[src/rtl/rv32_alu.sv]
// rv32_alu: combinational RV32I ALU for the execute stage, plus a one-cycle
// registered copy of the result for pipelined consumers.
// Optional feature macro: RV32_ALU_LUI_EN (opcode 01011 passes alu_b through;
// without it, 01011 behaves as an undefined opcode and returns 0).
// There is no handshake: alu_result follows the inputs in the same cycle and
// alu_result_q samples it on every rising clk edge with no valid/ready gating.
module rv32_alu (
  input  logic        clk,
  input  logic        rst,
  input  logic [31:0] alu_a,
  input  logic [31:0] alu_b,
  input  logic [4:0]  alu_op,
  output logic [31:0] alu_result,
  output logic [31:0] alu_result_q
);

  localparam logic [4:0] OP_ADD   = 5'b00000;
  localparam logic [4:0] OP_SUB   = 5'b00001;
  localparam logic [4:0] OP_SLL   = 5'b00010;
  localparam logic [4:0] OP_SLT   = 5'b00011;
  localparam logic [4:0] OP_SLTU  = 5'b00100;
  localparam logic [4:0] OP_XOR   = 5'b00101;
  localparam logic [4:0] OP_SRL   = 5'b00110;
  localparam logic [4:0] OP_SRA   = 5'b00111;
  localparam logic [4:0] OP_OR    = 5'b01000;
  localparam logic [4:0] OP_AND   = 5'b01001;
  localparam logic [4:0] OP_BEQ   = 5'b01010;
  localparam logic [4:0] OP_LUI   = 5'b01011;
  localparam logic [4:0] OP_AUIPC = 5'b01100;
  localparam logic [4:0] OP_BNE   = 5'b01101;
  localparam logic [4:0] OP_BLT   = 5'b01110;
  localparam logic [4:0] OP_BGE   = 5'b01111;
  localparam logic [4:0] OP_BLTU  = 5'b10000;
  localparam logic [4:0] OP_BGEU  = 5'b10001;

  logic [4:0]  shamt;
  logic        lt_s;
  logic        lt_u;
  logic        eq;
  logic [31:0] result_d;

  // Only the low five bits of operand B select the shift distance.
  assign shamt = alu_b[4:0];
  assign lt_s  = $signed(alu_a) < $signed(alu_b);
  assign lt_u  = alu_a < alu_b;
  assign eq    = alu_a == alu_b;

  // Result select; compares return a 0/1 word, unknown opcodes return zero.
  always_comb begin
    result_d = 32'd0;
    case (alu_op)
      OP_ADD:   result_d = alu_a + alu_b;
      OP_SUB:   result_d = alu_a - alu_b;
      OP_SLL:   result_d = alu_a << shamt;
      OP_SLT:   result_d = {31'd0, lt_s};
      OP_SLTU:  result_d = {31'd0, lt_u};
      OP_XOR:   result_d = alu_a ^ alu_b;
      OP_SRL:   result_d = alu_a >> shamt;
      OP_SRA:   result_d = $signed(alu_a) >>> shamt;
      OP_OR:    result_d = alu_a | alu_b;
      OP_AND:   result_d = alu_a & alu_b;
      OP_BEQ:   result_d = {31'd0, eq};
`ifdef RV32_ALU_LUI_EN
      OP_LUI:   result_d = alu_b;
`else
      // The decoder routes LUI as ADD with alu_a=0 in this build.
      OP_LUI:   result_d = 32'd0;
`endif
      OP_AUIPC: result_d = alu_a + alu_b;
      OP_BNE:   result_d = {31'd0, ~eq};
      OP_BLT:   result_d = {31'd0, lt_s};
      OP_BGE:   result_d = {31'd0, ~lt_s};
      OP_BLTU:  result_d = {31'd0, lt_u};
      OP_BGEU:  result_d = {31'd0, ~lt_u};
      default:  result_d = 32'd0;
    endcase
  end

  assign alu_result = result_d;

  // Registered copy of the result; reset clears it without waiting for clk.
  always_ff @(posedge clk or posedge rst) begin
    if (rst) alu_result_q <= 32'd0;
    else     alu_result_q <= result_d;
  end

endmodule

[config.mk]
export PLATFORM = sky130hd
export DESIGN_NAME = rv32_alu
export DESIGN_NICKNAME = d
export VERILOG_FILES = /design/src/rtl/rv32_alu.sv
export SDC_FILE = /design/constraint.sdc
export NUM_CORES = 1
export LEC_CHECK = 0
export CELL_PAD_IN_SITES_DETAIL_PLACEMENT = 1
export CELL_PAD_IN_SITES_GLOBAL_PLACEMENT = 2
export CORE_MARGIN = 2
export CORE_UTILIZATION = 34
export CTS_CLUSTER_SIZE = 10
export DETAILED_ROUTE_END_ITERATION = 6
export DONT_BUFFER_PORTS = 1
export PLACE_DENSITY_LB_ADDON = 0.08
export SLEW_MARGIN = 20
export SYNTH_ARGS = -nofsm -noshare
export SYNTH_HDL_FRONTEND = slang
export SYNTH_SLANG_ARGS = --single-unit
[constraint.sdc]
create_clock -name clk -period 4.4 [get_ports clk]
set_input_delay 0.44 -clock clk [delete_from_list [all_inputs] [get_ports clk]]
set_output_delay 0.44 -clock clk [all_outputs]
set_load 0.02 [all_outputs]
Yosys cells after proc, flatten, opt, wreduce, memory -nomap -nowiden --
Cells that the tools add are included.
Storage, ports and cells: output and inout bits 64, input port bits 71, flip-flop bits (word level) 32, word-level logic and storage cells 36
Cells by class: shift-type cells 3, reduce and logical (&&, ||, !) cells 4, bitwise operators 6, mux-type cells 1, add/subtract/negate cells 2, magnitude comparators 2, equality and inequality tests 17
Operators by type and width (number):
- 32-bit one-hot mux with 14 select lines | 1
- 32-bit < comparator | 2
- 5-bit by 4-bit == test with 1-bit output (second input constant) | 7
- 32-bit adder | 1
- 32-bit AND | 1
- 32-bit == test | 1
- 32-bit OR | 1
- 32-bit by 5-bit left shift with 32-bit output | 1
- 32-bit by 5-bit right shift with 32-bit output | 1
- 32-bit by 5-bit >>> shifter with 32-bit output | 1
- 32-bit subtractor | 1
- 32-bit bitwise XOR | 1
- 5-bit by 3-bit == test with 1-bit output (second input constant) | 4
- 5-bit by 2-bit == test with 1-bit output (second input constant) | 2
- 5-bit == test (second input constant) | 2
- 2-bit OR reduction | 3
- 5-bit by 1-bit == test with 1-bit output (second input constant) | 1
- 5-bit logical NOT | 1
- 1-bit NOT | 3

Logic depth before layout (Yosys ltp) --
Gate-level depths: netlist of the first run.
word-level depth 3, mapped depth 16, depth with buffers taken out 12

Worst setup path before layout of the first run --
No wires, ideal clock.
path type input to output, start input port alu_b[2], end output port alu_result[26], setup slack -0.200 ns, arrival time 4.160 ns, data required time 3.960 ns, stages on the path 16, path buffers 5, path through buf_2 inv_1 buf_2 buf_1 clkbuf_1 ha_1 buf_6 a211oi_1 nor2_1 a2111oi_2 nor4b_1 o21a_1 a211o_1 nor2_1 a211oi_1 o21ai_0
On the way: longest elaborated chain between the ends 2, elaborated cells between the ends (all ways) 6, classes of those cells 2 x add/sub; 3 x shift; 1 x mux
RTL lines:
- start, declared | RTL line 11 | input logic [31:0] alu_b,
- 32-bit adder (tied with other cells) | RTL line 52, 69
- 32-bit one-hot mux with 14 select lines * | RTL line 51 | case (alu_op)
- end, declared | RTL line 13 | output logic [31:0] alu_result,
Every way passes the cells marked *; elsewhere a longest branch is shown, timed or not.

Worst setup path after layout of the first run --
start input port alu_b[0], end output port alu_result[20]
The elaborated chain is that of the path after synthesis.

==> reports/summary.md, run 1 <==
The post-placement setup slack was 133 ps. The clock passes through at most 2 buffers. Clock tree synthesis found a total of 32 sinks.

After detailed placement, the design holds a cell count of 1682. After clock tree synthesis, the clock-pin slew on the worst setup and hold paths is 60 ps. TritonCTS built the clock tree. The final routed wire length divided by cell count is 31.0 um, and the via count normalized by instance count is 6.57. The most instantiated flip-flop cell in the synthesis netlist is dfrtp_1. After synthesis the netlist holds a flip-flop and latch count of 32.

The share of the cycle needed by the critical path after routing is 96.4%. In this run the horizontal extent of the chip is 173 um. The maximum fanout encountered on the critical timing path was 91; the number of buffers inserted by post-CTS setup repair was 0. The worst IR drop on VDD came out at 0.000124 V. A synthesized cell averages 7.18 um2.

After detailed routing, the total wire length is 52500 um. After layout, the worst setup slack is 159 ps. For the leftover overflow at the end of global routing, the log shows 0. The placeable core region was 28000 um2. For the number of nets in the final layout, the log shows 1482.

The tool flagged a number of max-cap violations equal to 0. The logs give 1.96 mW for the total design power and 41300 um for the sum of net half-perimeters after detailed placement. For the fraction of the core area covered by cells at the end of the flow, the log shows 36.8%.

Global routing used 34.2% of the available tracks across all layers. CTS buffer count: 5. In this run the vertical extent of the chip is 173 um. The type of the setup path with the least slack was input port to primary output. The floorplan has 61 rows.

The share of the Yosys chip area taken by registers is 8.23%. The via count of the first global-routing pass came out at 11198. Leaving out fill and tap cells, the most frequent cell in the layout is nor2_1. The Yosys step of the flow raised 0 warnings. For this run, design rule violations remaining after detail routing come to 0. The first global-routing pass estimated 77400 um of wire.

Summing every instance area after synthesis gives 9730 um2. The clock tree synthesis step divided the H-tree into 2 levels. The tools report the floorplan die area as 30000 um2.

Yosys mapped the design onto 84 distinct sky130hd cell types. The first routing iteration left 1035 violations. The type of destination of the critical path was a primary output. In this run the remaining antenna-violating nets after routing total 0.

For this design the static power due to leakage is 4.38 nW. When the netlist entered floorplanning its net count stood at 1526. Synthesis handed over a netlist of 1355 instances. The logs give 0 for the number of failing hold endpoints at the final stage and 0 for the number of setup violations in the final report. After layout, the minimum clock period comes to 4240 ps. For this run, the top clock speed supported by timing is 0.236 GHz.

For the number of pins exceeding their max-slew limit in the final report, the log shows 0. In the final layout, the registers with the most flip-flops are alu_result_q (32). For the maximum number of pins on one net before global-route repair, the log shows 92.

Data arrives at the worst endpoint at 3800 ps. Summing all placed instances gives a cell area of 10100 um2. The finished layout holds 1691 standard cells, fillers aside.

The logs give 1 for the initial antenna violation count and 0 ps for the total negative setup slack. The transition time of the tightest slew-check pin came out at 992 ps. The tools report the routed via count as 11117. In this run the worst hold path is classified as input port to async pin.

In this run, synthesis inferred 0 flip-flops with an integrated enable. Once layout is done, the placed cells without fillers occupy 10300 um2. The power density normalized to cell area was 191 nW/um2; the final estimated routing congestion in global placement was 0.975. The critical path startpoint category is an input port. The run finished with clean final reports. The layout overhead on the synthesized area was 5.98%; the worst-case headroom to the max-slew limit was 32.8%. The largest register by flop count was alu_result_q. Flip-flop count of the largest register, all copies and words added: 32. In the layout the commonest cells are nor2_1, a21oi_1, nand2_1, o21ai_0, ha_1. The initial standard-cell utilization of the core was 34.7%. The pre-antenna-repair detailed-routing pass consisted of 5 iterations. The cell sitting at the root of the clock tree is a clkbuf_16.

The number of buffer cells added on primary ports was 0. Count of pins on the block boundary: 135. The required time at the endpoint of the critical path was 3960 ps. Of the cells placed in the final design, the portion with a size suffix greater than 1 is 10.3%. Hold timing on the final database bottoms out at a slack of 133 ps. Setup repair after global routing left no endpoint under its margin. Post-synthesis async set-or-reset flop share: 100%.
per-layer routing:
metal / global-route usage, % / part of all wire [%] / up-vias
met5: 0 / 0 / -
met4: 11.5 / 3.6 / 0
met3: 6.18 / 7.2 / 79
met2: 57.8 / 47 / 509
met1: 43.8 / 42 / 5538
li1: - / - / 4991
report_power, final:
| group | total [mW] | internal [mW] | switching, mW |
|---|---|---|---|
| Combinational | 1.17 | 0.411 | 0.760 |
| Clock | 0.394 | 0.226 | 0.168 |
| Sequential | 0.399 | 0.332 | 0.0665 |
| Total | 1.96 | 0.970 | 0.995 |
critical path, stage by stage:
cell	delay [ps]
ha_1	250
fa_1	480
a211oi_2	310
buf_4	170
nor2_1	60
a2111oi_2	470
nor4b_1	160
o21bai_1	210
a211o_1	360
o21ai_0	160
a221oi_1	160
o211ai_1	330
buf_4	210
cells by family after synthesis:
kind of cell,synth area share (%)
multiplexers,15.5
adder cells (fa/ha/maj),13.0
buffers and inverters,8.06
flip-flops,8.23
AO/OA/AOI/OAI,35.1
AND/OR/NAND/NOR,19.6
XOR/XNOR,0.450
cells in the mapped netlist (all sizes together) (13+ instances only):
library cell,instances,area share [%]
a221oi,23,2.1
o21bai,20,1.6
o22ai,17,1.1
o211ai,28,2.2
nor2,150,5.8
a22oi,14,1.1
mux2i,62,6.4
nor3,27,1.5
o21ai,107,5.5
ha,98,13
a21oi,110,5.7
buf,37,2.0
nor4,13,0.84
nor2b,20,1.3
nand3,27,1.4
clkbuf,64,2.5
dfrtp,32,8.2
inv,92,3.5
nand2,108,4.2
a21o,25,1.9
a211oi,31,2.4
mux4,30,6.9
mux2,19,2.2
area by class of cell:
| type | count | area [um2] |
|---|---|---|
| multi-input cells | 1129 | 8160 |
| diodes | 1 | 2.50 |
| well taps | 378 | 473 |
| repair buffers | 50 | 375 |
| clock inverters | 2 | 15.0 |
| flip-flops and latches | 32 | 801 |
| clock buffers | 6 | 139 |
| fillers | 3540 | 17700 |
| inverters | 93 | 349 |
path summary, 6_finish.rpt:
check / endpoint / startpoint / slack (ps)
worst max-delay path: alu_result[20] / alu_b[0] / 160
worst min-delay path: alu_result_q[17] / rst / 130
max in group asynchronous: alu_result_q[0] / rst / 3920
min in group clk: alu_result_q[0] / alu_op[1] / 470
what timing repair did:
item / 4_1_cts / 5_1_grt
resized for setup: 0 / 1
hold buffers: 0 / 0
endpoints found under the setup margin: 0 / 1
Note: power is estimated with default switching activity, not from simulation.
==> run 2, diff against run 1 <==
--- a/config.mk
+++ b/config.mk
@@ -7,11 +7,13 @@
 export LEC_CHECK = 0
 export CELL_PAD_IN_SITES_DETAIL_PLACEMENT = 1
 export CELL_PAD_IN_SITES_GLOBAL_PLACEMENT = 2
+export CORE_ASPECT_RATIO = 1.75
 export CORE_MARGIN = 2
 export CORE_UTILIZATION = 34
 export CTS_CLUSTER_SIZE = 10
 export DETAILED_ROUTE_END_ITERATION = 6
 export DONT_BUFFER_PORTS = 1
+export GPL_TIMING_DRIVEN = 1
 export PLACE_DENSITY_LB_ADDON = 0.08
 export SLEW_MARGIN = 20
 export SYNTH_ARGS = -nofsm -noshare
==> reports/summary.md, run 2 (synthesis results as in run 1) <==
The flow ran to the end, and the final reports show no timing, DRC or antenna violations. After floorplanning, the core was divided into 82 placement rows. Summed over all layers, the routed wires come to 54500 um.

The fraction of layout cells with a size suffix above 1 was 9.95%. The logic depth of the worst path, buffers included is 12. The worst path uses 93.2% of the clock period. The register with the most flip-flops in the layout has 32 of them.

The detail route stage leaves a number of antenna-violating nets equal to 0. The cell-internal power was 1.04 mW; the detailed-router iteration count before antenna repair was 5. Power spread over the standard cell area amounts to 204 nW/um2. The routed via count was 11182. TritonCTS built the clock tree.

Clock-pin slew was measured on the worst setup and hold paths at 80 ps. The combined buffer and inverter count along the critical path works out to 2. The slowest stage of the critical path is the a2111oi_2 cell.

Critical path data arrival time: 3660 ps. After the first detailed-routing iteration, the DRC count stood at 858. For this run the aggregate overflow at the end of global routing stands at 0. Setup repair after global routing left no endpoint under its margin.

The height of the chip was 228 um. Across all setup checks in the final design, the least slack found is 300 ps. The number of max-cap violations is 0, and the initial standard-cell utilization of the core is 34.2%. Along the worst path, the maximum fanout reaches 56. The critical path in this run is classified as input port to primary output. The tools report the final estimated routing congestion in global placement as 0.971.

Buffers added to address setup during post-CTS repair amount to 0. The logs give 1477 for the number of nets in the final layout and 135 for the count of pins on the block boundary. In this run the static leakage power is 4.37 nW. The most common library cell in the layout ignoring fill and taps was nor2_1.

The initial antenna violation count was 0; the worst IR drop on VDD was 0.000150 V. The clock net in this run drives a total of 32 sinks. The layout overhead on the synthesized area was 5.81%. The tools report the placeable core region as 28400 um2. The logs give 1.06 mW for the net switching power and 2 for the buffer depth of the longest clock path. For the worst-case headroom to the max-slew limit, the log shows 29.2%. The final routed wire length divided by cell count works out to 32.4 um. Setup total negative slack on the finished layout was measured at 0 ps.

The run gives 0 as the number of pins exceeding their max-slew limit in the final report. The worst setup path is captured at a primary output. Walking the worst path, the cells encountered are inv_2 -> ha_1 -> o211a_1 -> a21oi_1 -> or3b_1 -> a2111oi_2 -> o21ai_0 -> a21oi_1 -> o211a_1 -> nand3_1 -> o211ai_1 -> buf_4. For the required time at the endpoint of the critical path, the log shows 3960 ps.

For the CTS buffer count, the log shows 5. After clock tree synthesis, the flow added hold-fix buffers numbering 0. On the worst path, the slowest cell contributes a delay of 640 ps.

In this run, post-CTS repair resized a total of 0 instances. In the routed layout, each cell is associated on average with a via count of 6.64. The number of buffer cells added on primary ports came out at 0. Sum of net half-perimeters after detailed placement: 43200 um. Of the total power, the share spent switching nets is 50.4%. Time the worst path needs with I/O delays and setup: 4100 ps. The count of H-tree levels built during CTS is 2. The first global-routing pass estimated 79100 um of wire. The worst setup path is launched from an input port. 0 antenna diodes ended up in the layout. The post-placement setup slack was 386 ps; the sequential share of power was 19.0%. Entering global routing, the biggest net connects 92 pins.

The horizontal extent of the die is 132 um. In the final layout, the registers with the most flip-flops are alu_result_q (32). The via count of the first global-routing pass is 11411. On the critical path the largest part of the delay comes from compound AO/OA/AOI/OAI gates. Class of the tightest hold or removal check: input port to async pin. For this run, design rule violations remaining after detail routing come to 0. The register with the most flip-flops in the final layout is alu_result_q.

The number of failing hold endpoints at the final stage was 0; the floorplan die area was 30000 um2. Across every metal layer, demand over resource in global routing totals 35.3%. The highest clock frequency the design can meet is 0.244 GHz, and the power share of the combinational group is 56.4%. The number of setup violations in the final report was 0. For the pin with the worst max-slew slack, the measured transition is 1050 ps. The library cells used most frequently in the layout, excluding fill and tap cells, are nor2_1, a21oi_1, nand2_1, o21ai_0, ha_1. For the clock network fraction of total power, the log shows 24.6%. CTS placed an instance of clkbuf_16 at the clock tree root.
[run 2: cell count changes in the layout (fill, tap and decap cells not counted)]
cell and change:
inv_2 +1, buf_4 -5, a211oi_2 -1, clkbuf_8 +1, a211oi_1 +1, bufinv_16 +1, diode_2 -1, clkinvlp_4 -2
clkinv_1 -1
[run 2: routing by layer]
metal / vias to the layer above / GRT usage [%] / wire length, um
met4: 0 / 19.4 / 3390
met3: 107 / 3.29 / 2200
met1: 5700 / 41.5 / 21500
met5: - / 0 / 0
li1: 4982 / - / -
met2: 393 / 62.7 / 27400
[run 2: path summary, 6_finish.rpt]
path | from | slack (ps) | end
worst max-delay path | alu_b[2] | 300 | alu_result[31]
worst min-delay path | rst | 180 | alu_result_q[7]
max in group asynchronous | rst | 3650 | alu_result_q[25]
min in group clk | alu_op[1] | 460 | alu_result_q[0]
[run 2: layout make-up]
type,count,area (um2)
Clock buffer,7,153
Timing Repair Buffer,45,338
Clock inverter,1,30.0
Fill cell,3577,18100
Inverter,93,349
Multi-Input combinational cell,1129,8150
Tap cell,378,473
Sequential cell,32,801
[run 2: stage by stage]
| stage | instance area, um2 | cells | hold WS (ps) | util (%) | power, mW |
|---|---|---|---|---|---|
| 2_1_floorplan | 9730 | 1355 | 556 | - | 1.23 |
| 3_3_place_gp | 10100 | 1677 | 538 | 35.6 | 1.56 |
| 3_5_place_dp | 10100 | 1677 | 554 | 35.6 | 1.56 |
| 4_1_cts | 10300 | 1685 | 204 | 36.2 | 2.08 |
| 5_1_grt | 10300 | 1685 | 230 | 36.2 | 2.18 |
| 6_report | 10300 | 1685 | 177 | 36.2 | 2.10 |
[run 2: power groups by stage]
stage | clock [mW] | sequential [mW] | combinational [mW]
4_1_cts | 0.516 | 0.399 | 1.16
3_3_place_gp | 0 | 0.405 | 1.16
2_1_floorplan | 0 | 0.398 | 0.832
5_1_grt | 0.519 | 0.402 | 1.26
6_report | 0.516 | 0.398 | 1.18
3_5_place_dp | 0 | 0.404 | 1.16
